### src/rtl/mips_hazard_scoreboard.sv
// Issue interlock between decode and execute: tracks in-flight register writes, stalls RAW hazards, drains HLT.
// Build option SCOREBOARD_WB_BYPASS_EN: write-before-read register file, so the retiring slot no longer blocks readers.
module mips_hazard_scoreboard #(
    parameter int NREG   = 32,
    parameter int REG_AW = 5,
    parameter int DEPTH  = 3,
    parameter int CW     = 16
) (
    input  logic              clk,
    input  logic              rst_n,
    input  logic              id_valid,
    input  logic [REG_AW-1:0] id_rs,
    input  logic [REG_AW-1:0] id_rt,
    input  logic              id_rs_used,
    input  logic              id_rt_used,
    input  logic              id_wr_en,
    input  logic [REG_AW-1:0] id_rd,
    input  logic              id_halt,
    input  logic              flush,
    output logic              issue,
    output logic              stall,
    output logic [NREG-1:0]   pending,
    output logic              halted,
    output logic [CW-1:0]     stall_count
);

    localparam int NIDX = 1 << REG_AW;
`ifdef SCOREBOARD_WB_BYPASS_EN
    localparam int EFF_SLOTS = DEPTH - 1;
`else
    localparam int EFF_SLOTS = DEPTH;
`endif

    logic [DEPTH-1:0]  r_vld;
    logic [REG_AW-1:0] r_rd [DEPTH];
    logic              r_halt_pend;
    logic              r_halted;
    logic [CW-1:0]     r_cnt;

    logic [NIDX-1:0]   w_pend_all;
    logic [NIDX-1:0]   w_pend_eff;
    logic              w_hazard;
    logic              w_load;

    // Index space is 2^REG_AW wide so any source index can be looked up safely.
    always_comb begin
        w_pend_all = '0;
        w_pend_eff = '0;
        for (int k = 0; k < DEPTH; k++) begin
            if (r_vld[k]) begin
                w_pend_all[r_rd[k]] = 1'b1;
                if (k < EFF_SLOTS) begin
                    w_pend_eff[r_rd[k]] = 1'b1;
                end
            end
        end
        w_pend_all[0] = 1'b0;
        w_pend_eff[0] = 1'b0;
    end

    assign w_hazard = (id_rs_used & w_pend_eff[id_rs]) | (id_rt_used & w_pend_eff[id_rt]);
    assign issue    = id_valid & ~w_hazard & ~flush & ~r_halt_pend;
    assign stall    = id_valid &  w_hazard & ~flush & ~r_halt_pend;
    assign w_load   = issue & id_wr_en & (id_rd != '0);

    assign pending     = w_pend_all[NREG-1:0];
    assign halted      = r_halted;
    assign stall_count = r_cnt;

    always_ff @(posedge clk or negedge rst_n) begin
        if (!rst_n) begin
            r_vld <= '0;
            for (int k = 0; k < DEPTH; k++) begin
                r_rd[k] <= '0;
            end
        end else begin
            for (int k = DEPTH - 1; k > 0; k--) begin
                r_vld[k] <= r_vld[k-1];
                r_rd[k]  <= r_rd[k-1];
            end
            r_vld[0] <= w_load;
            r_rd[0]  <= id_rd;
        end
    end

    // halted only sets once the tracker is already empty going into the edge.
    always_ff @(posedge clk or negedge rst_n) begin
        if (!rst_n) begin
            r_halt_pend <= 1'b0;
            r_halted    <= 1'b0;
        end else begin
            if (issue && id_halt) begin
                r_halt_pend <= 1'b1;
            end
            if (r_halt_pend && (r_vld == '0)) begin
                r_halted <= 1'b1;
            end
        end
    end

    always_ff @(posedge clk or negedge rst_n) begin
        if (!rst_n) begin
            r_cnt <= '0;
        end else if (stall && (r_cnt != '1)) begin
            r_cnt <= r_cnt + CW'(1);
        end
    end

endmodule

### config.mk
export PLATFORM = sky130hd
export DESIGN_NAME = mips_hazard_scoreboard
export DESIGN_NICKNAME = d
export VERILOG_FILES = /design/src/rtl/mips_hazard_scoreboard.sv
export SDC_FILE = /design/constraint.sdc
export NUM_CORES = 1
export LEC_CHECK = 0
export ABC_AREA = 0
export CAP_MARGIN = 0
export CELL_PAD_IN_SITES_DETAIL_PLACEMENT = 1
export CELL_PAD_IN_SITES_GLOBAL_PLACEMENT = 2
export CORE_ASPECT_RATIO = 0.5
export CORE_MARGIN = 2
export CORE_UTILIZATION = 30
export CTS_CLUSTER_DIAMETER = 60
export CTS_CLUSTER_SIZE = 30
export DETAILED_ROUTE_END_ITERATION = 10
export PLACE_DENSITY = 0.86
export SYNTH_ARGS = -nofsm -noshare
export SYNTH_HDL_FRONTEND = slang
export SYNTH_SLANG_ARGS = --single-unit
export TNS_END_PERCENT = 50
### constraint.sdc
create_clock -name clk -period 3.4 [get_ports clk]
set_input_delay 0.34 -clock clk [delete_from_list [all_inputs] [get_ports clk]]
set_output_delay 0.34 -clock clk [all_outputs]
set_load 0.02 [all_outputs]
==> results_dict.tcl <==
set metrics [dict create \
    root_buffer "clkbuf_16" \
    dp_hpwl_microns 10070 \
    dpl_cell_area_sq_um 4357 \
    start_util_pct 30.90 \
    numCtsBuffers 5 \
    antenna_cells 0 \
    yosysWarnings 0 \
    syn_area_sq_um 3157 \
    synth_cells 367 \
    final_common_cell "clkdlybuf4s50_1" \
    synth_edf_count 0 \
    setup_viol 0 \
    routed_wl_microns 12860 \
    grt_pass1_vias 3438 \
    tritoncts "yes" \
    fin_worst_skew_ns 0.005493 \
    crit_buf_inv 5 \
    die_h_microns 76.54 \
    overflow 0 \
    core_sq_um 10210 \
    tightest_slew_ns 0.8036 \
    drtAntennaViolNets 0 \
    synth_seq_cells 36 \
    drtPass1Iterations 4 \
    path_cells "clkbuf_2 > and4b_1 > buf_4 > a21o_1 > a2bb2oi_1 > nor3b_1 > a311o_1 > nand3_2 > buf_4 > o31ai_4 > inv_1 > clkdlybuf4s15_2" \
    die_area_sq_um 11410 \
    cts_num_sinks 36 \
    hp-class "register to register" \
    worst-setup-path-type "register to primary output" \
    end_kind "primary output" \
    critPathMaxStageDelay_ns 0.44 \
    fmax_ghz 0.2995 \
    p_leak_nw 1.960 \
    peakVddDrop_mv 0.2297 \
    nNetsFinal 512 \
    hold_slack_ns 0.4688 \
    min_period_over_period_pct 98.21 \
    drv_slew 0 \
    mostFrequentLayoutCells "clkdlybuf4s50_1 (70), buf_4 (61), nor2_1 (33)" \
    final_cell_area_sq_um 4745 \
    powerDensity_nw_per_um2 268.7 \
    io_pins 74 \
    drc 0 \
    gp_congestion 0.9842 \
    area_growth_pct 50.30 \
    cp.arrival_ns 3.00 \
    crit_family "buffers and inverters" \
    rows 26 \
    avgViaCountPerCell 5.602 \
    status "complete, no violations" \
    cts_max_level 2 \
    synth-async-reset-ratio_pct 100.0 \
    grt_start_max_net_pins 37 \
    grt_antenna_before_repair 0 \
    cp-start-kind "register" \
    clkLatencyLatePin_ns 0.27 \
    first_iter_violations 280 \
    drive_gt1_share_pct 30.33 \
    postCtsHoldBufs 0 \
    cts.clk_slew.worst_paths_ns 0.05 \
    period_needed_ns 3.339 \
    cp_common_cell "buf_4" \
    setup_tns_ns 0 \
    relSlewSlack_pct 46.43 \
    route.detailed.wl_per_inst_microns 20.48 \
    critPathMaxFanout 6 \
    avgSynthCellArea_sq_um 8.602 \
    finalHoldViolCount 0 \
    yosysUniqueCellTypes 73 \
    cap_violations 0 \
    die_width_microns 149.1 \
    grt_use_total_pct 21.60 \
    post-route-util_pct 46.45 \
    clock_path_buffers 2 \
    power_w 0.001275 \
    required_ns 3.06 \
    port_buffers 72 \
    yosysSeqAreaShare_pct 28.54 \
    grt_pass1_wl_microns 19460 \
    slowest_stage "dfrtp_2" \
    synth_ff_type "dfrtp_1" \
    vias 3518 \
    syn_nets 391 \
]
-- layout make-up --
class                      instances  area (sq um)
sequential                        36         912.1
inverter                          16         60.06
timing repair buffer             135          1200
tap                              140         175.2
clock inverter                     1         5.005
multi-input combinational        294          2263
fill                            1197          5470
clock buffer                       6         128.9
-- logic make-up after synthesis --
group | share of synthesized area, %
AND/OR/NAND/NOR | 35.63
AO/OA/AOI/OAI | 24.22
buffers and inverters | 5.747
flip-flops | 28.54
XOR/XNOR | 4.162
multiplexers | 1.189
adder cells (fa/ha/maj) | 0.3963
other | 0.1188
-- flip-flops by register name, summed over array words and instances, names as in the netlist --
register,count
halted,1
r_halt_pend,1
r_rd,15
r_vld,3
stall_count,16
-- stage by stage --
stage,setup slack (ns),instances
floorplan,0.4985,367
global placement,-0.1521,613
detailed placement,-0.1546,613
CTS,0.009456,621
global route,-0.04967,628
finish,0.06085,628
-- power breakdown --
| part | switching, W | internal (W) | total (W) | leakage (nW) |
|---|---|---|---|---|
| registers | 0.0000528 | 0.000465 | 0.000518 | 0.442 |
| clock network | 0.000155 | 0.000266 | 0.000421 | 0.0667 |
| logic | 0.000171 | 0.000165 | 0.000336 | 1.45 |
| total | 0.000379 | 0.000895 | 0.00127 | 1.96 |
-- cell usage after synthesis (all sizes together) (4+ instances only) --
cell     instances  area share (%)
nand2           31             3.7
nand4            6             1.4
xor2            15             4.2
nand4bb          7             2.5
nor2            35             4.2
nand4b           8             2.2
or2             12             2.4
and4bb           4             1.6
inv             16             1.9
clkbuf          11             1.4
a2111oi          5             2.0
nor4             4             1.3
and3             9             1.8
o32ai            6             1.7
nand2b          13             2.6
buf             10             2.4
o22a             8             2.2
nor3            12             2.4
o22ai           21             4.4
dfrtp           36              29
nand3            8             1.3
nor3b           12             3.6
a21oi            5            0.79
o21ai           14             2.3
o211ai           4            0.95
nor4b            5             1.4
-- layer usage --
layer  GRT usage [%]  vias up  share of wire [%]
li1                -     1638                  -
met4           2.952        0               0.69
met5               0        -                  0
met2           33.41      124                 45
met3           5.269        8                8.2
met1           31.11     1748                 46
-- path summary, 6_finish.rpt --
path / slack [ns] / depth (start not counted) / startpoint / to
min in group asynchronous: 0.49 / 2 / rst_n / stall_count[1]$_DFFE_PN0P_
worst min-delay path: 0.47 / 1 / halted$_DFFE_PN0P_ / halted$_DFFE_PN0P_
max in group asynchronous: 2.55 / 2 / rst_n / r_rd[6]$_DFF_PN0_
worst min register to register: 0.47 / 1 / halted$_DFFE_PN0P_ / halted$_DFFE_PN0P_
worst max register to register: 0.12 / 13 / r_vld[0]$_DFF_PN0_ / stall_count[1]$_DFFE_PN0P_
worst max-delay path: 0.06 / 12 / r_vld[0]$_DFF_PN0_ / stall
-- timing repair --
item | CTS | global route
pin swaps | 6 | 11
setup buffers | 1 | 7
setup endpoints to repair | 7 | 10
cloned | 0 | 0
resized for setup | 19 | 39
Note: power is estimated with default switching activity, not from simulation.
==> RTL edit, RTL diff (config.mk and constraints unchanged) <==
Reset style: synchronous (`rst_n`), changed in 3 clocked blocks.
--- a/src/rtl/mips_hazard_scoreboard.sv
+++ b/src/rtl/mips_hazard_scoreboard.sv
@@ -69,3 +69,3 @@
 
-    always_ff @(posedge clk or negedge rst_n) begin
+    always_ff @(posedge clk) begin
         if (!rst_n) begin
@@ -86,3 +86,3 @@
     // halted only sets once the tracker is already empty going into the edge.
-    always_ff @(posedge clk or negedge rst_n) begin
+    always_ff @(posedge clk) begin
         if (!rst_n) begin
@@ -100,3 +100,3 @@
 
-    always_ff @(posedge clk or negedge rst_n) begin
+    always_ff @(posedge clk) begin
         if (!rst_n) begin
Function: differs if rst_n is asserted again (counterexample within 4 cycles, from zero or initial values and one cycle with rst_n low); with rst_n held inactive, the same outputs for 4 cycles.
==> RTL edit against the unedited design <==
Sequential cell count stayed put; cell area shrank 4.1%; critical path depth is 2 lower; synthesized area is 0.24% higher; wire length fell by 5.0%; power shrank 7.0%; sequential power shrank 13%; global-route usage about the same; cell count grew 5.1%; worst setup slack better by 0.072 ns; clock power increased by 25%; synthesized cell count increased by 16%; die area up 0.23%; largest power group is now the clock network; highest routed layer unchanged.
==> RTL edit: results (changes against the unedited design) <==
The run gives 19.8 mm (was 19.5 mm) as the global-route wire length before repair. The synthesized-area fraction occupied by ao, oa, aoi and oai cells is 25.3% (was 24.2%). The run gives 1,259 (was 1,197) as the number of fill cells. The logic depth of the worst register-to-register path was 12 (was 13); the internal portion of total power was 0.000877 W (was 0.000895 W). The most used flip-flop cell after synthesis was sky130_fd_sc_hd__dfxtp_1 (was sky130_fd_sc_hd__dfrtp_1). The largest voltage drop on the vdd net was 0.000206 V (was 0.000230 V). The tools report the reg-to-reg startpoint as r_vld[0] (unchanged). The adder and majority gate portion of the synthesized area was 0.395% (was 0.396%); the global placer's final weighted congestion was 0.903 (was 0.984).

The cell count after placement is 652 (was 613). The tools report the setup slack of the worst register-to-register path as 0.31 ns (was 0.12 ns). Commonest cells in the netlist: sky130_fd_sc_hd__nor2_1 (48), sky130_fd_sc_hd__dfxtp_1 (36), sky130_fd_sc_hd__nand2_1 (29) (was sky130_fd_sc_hd__dfrtp_1 (36), sky130_fd_sc_hd__nor2_1 (35), sky130_fd_sc_hd__nand2_1 (31)). For the worst setup slack before clock tree synthesis, the log shows -0.0691 ns (was -0.155 ns). The total detailed-routing wirelength is 12.2 mm (was 12.9 mm), and the initial DRC count is 194 (was 280).

The global routing usage on met2 was 33.3% (was 33.4%). Top cells by area in the synthesized netlist: sky130_fd_sc_hd__dfxtp_1 (23%), sky130_fd_sc_hd__nor2_1 (5.7%), sky130_fd_sc_hd__o22ai_1 (5.1%) (was sky130_fd_sc_hd__dfrtp_1 (29%), sky130_fd_sc_hd__nor2_1 (4.2%), sky130_fd_sc_hd__xor2_1 (4.2%)). The maximum clock skew at final layout came out at 0.00428 ns (was 0.00549 ns).

The wire length on met3 was 929 um (was 1.06 mm); the portion of total power attributed to the clock network was 44.4% (was 33.0%). The share of the yosys chip area belonging to registers came out at 22.8% (was 28.5%). The pin count of the biggest net entering global routing came out at 36 (was 37). The run gives 75 (was 73) as the count of different cell masters after synthesis. The arrival time at the worst endpoint came out at 2.93 ns (was 3.00 ns). The share of the clock period used by the worst path after layout is 96.1% (was 98.2%), and the power consumption is 0.00119 W (was 0.00127 W). The tools report the global-route usage over all layers as 21.6% (about the same). The net count after synthesis is 448 (was 391), and the number of global-route vias before repair is 3,672 (was 3,438).

The synthesized area per cell was 7.46 um^2 (was 8.60 um^2); the share of synthesized registers carrying an async set or reset was 0% (was 100%). The flow ran to the end, and the final reports show no timing, DRC or antenna violations. The measured slew at the worst slew-check pin was 0.598 ns (was 0.804 ns); the sequential share of power was 37.9% (was 40.6%). The source of the critical timing path is r_rd[0][8] (was r_vld[0]). The capturing point of the worst reg2reg path was stall_count[5] (was stall_count[1]). The mux share of post-synthesis cell area is 4.11% (was 1.19%). The detailed-routing wirelength on met1 was 5.92 mm (was 5.87 mm).

The half-perimeter wire length of the detailed placement result came out at 9.59 mm (was 10.1 mm). For the leakage power, the log shows 1.72 nW (was 1.96 nW). The met1 global-route usage is 31.3% (was 31.1%), and the share of final-layout standard cells stronger than drive strength 1 is 21.3% (was 30.3%).
==> RTL edit: changes by cell type in the layout (fill, tap and decap cells not counted), sizes merged, moves of 8 or more <==
cell | unedited run | this run
a21oi | 5 | 13
and2 | 2 | 21
buf | 62 | 44
dfrtp | 36 | 0
dfxtp | 0 | 36
mux2i | 0 | 13
nor2 | 35 | 49
nor3b | 12 | 3
xor2 | 15 | 0
==> RTL edit: worst min-delay path by stage <==
stage              startpoint        endpoint  slack (ns)  cells after the start
3_5_place_dp           halted          halted        0.47                      2
2_1_floorplan     r_halt_pend     r_halt_pend        0.44                      2
4_1_cts                halted          halted        0.48                      2
6_report               halted          halted        0.47                      2
5_1_grt        stall_count[7]  stall_count[7]        0.51                      2
3_3_place_gp           halted          halted        0.45                      2
==> RTL edit: critical path: cells and delay by family (launching register included) <==
family          cells  cell delay, ns
simple gates        4            0.92
compound gates      4            0.82
flops               1            0.48
buf+inv             2            0.42
==> RTL edit: area by class of cell <==
type / count / area (um^2) / area share (%)
Tap cell: 140 / 175 / 3.85
Sequential cell: 36 / 731 / 16.1
Multi-Input combinational cell: 335 / 2320 / 51.0
Timing Repair Buffer: 116 / 1060 / 23.3
Clock buffer: 5 / 125 / 2.75
Clock inverter: 3 / 42.5 / 0.935
Inverter: 25 / 93.8 / 2.06
==> RTL edit: what timing repair did <==
action | CTS | global route
buffers inserted | 0 | 0
pin swaps | 1 | 3
resized for setup | 13 | 27
endpoints found under the setup margin | 2 | 2
==> RTL edit: kinds of logic (layout without fill, tap and decap cells) <==
kind of cell	Yosys count	count (layout)
DFF	36	36
xor gates and xnor gates	3	3
AOI/OAI and AO/OA	108	108
adders and majority gates	1	1
buffers and inverters	53	149
and+or+nand+nor	209	209
other	1	1
muxes	13	13
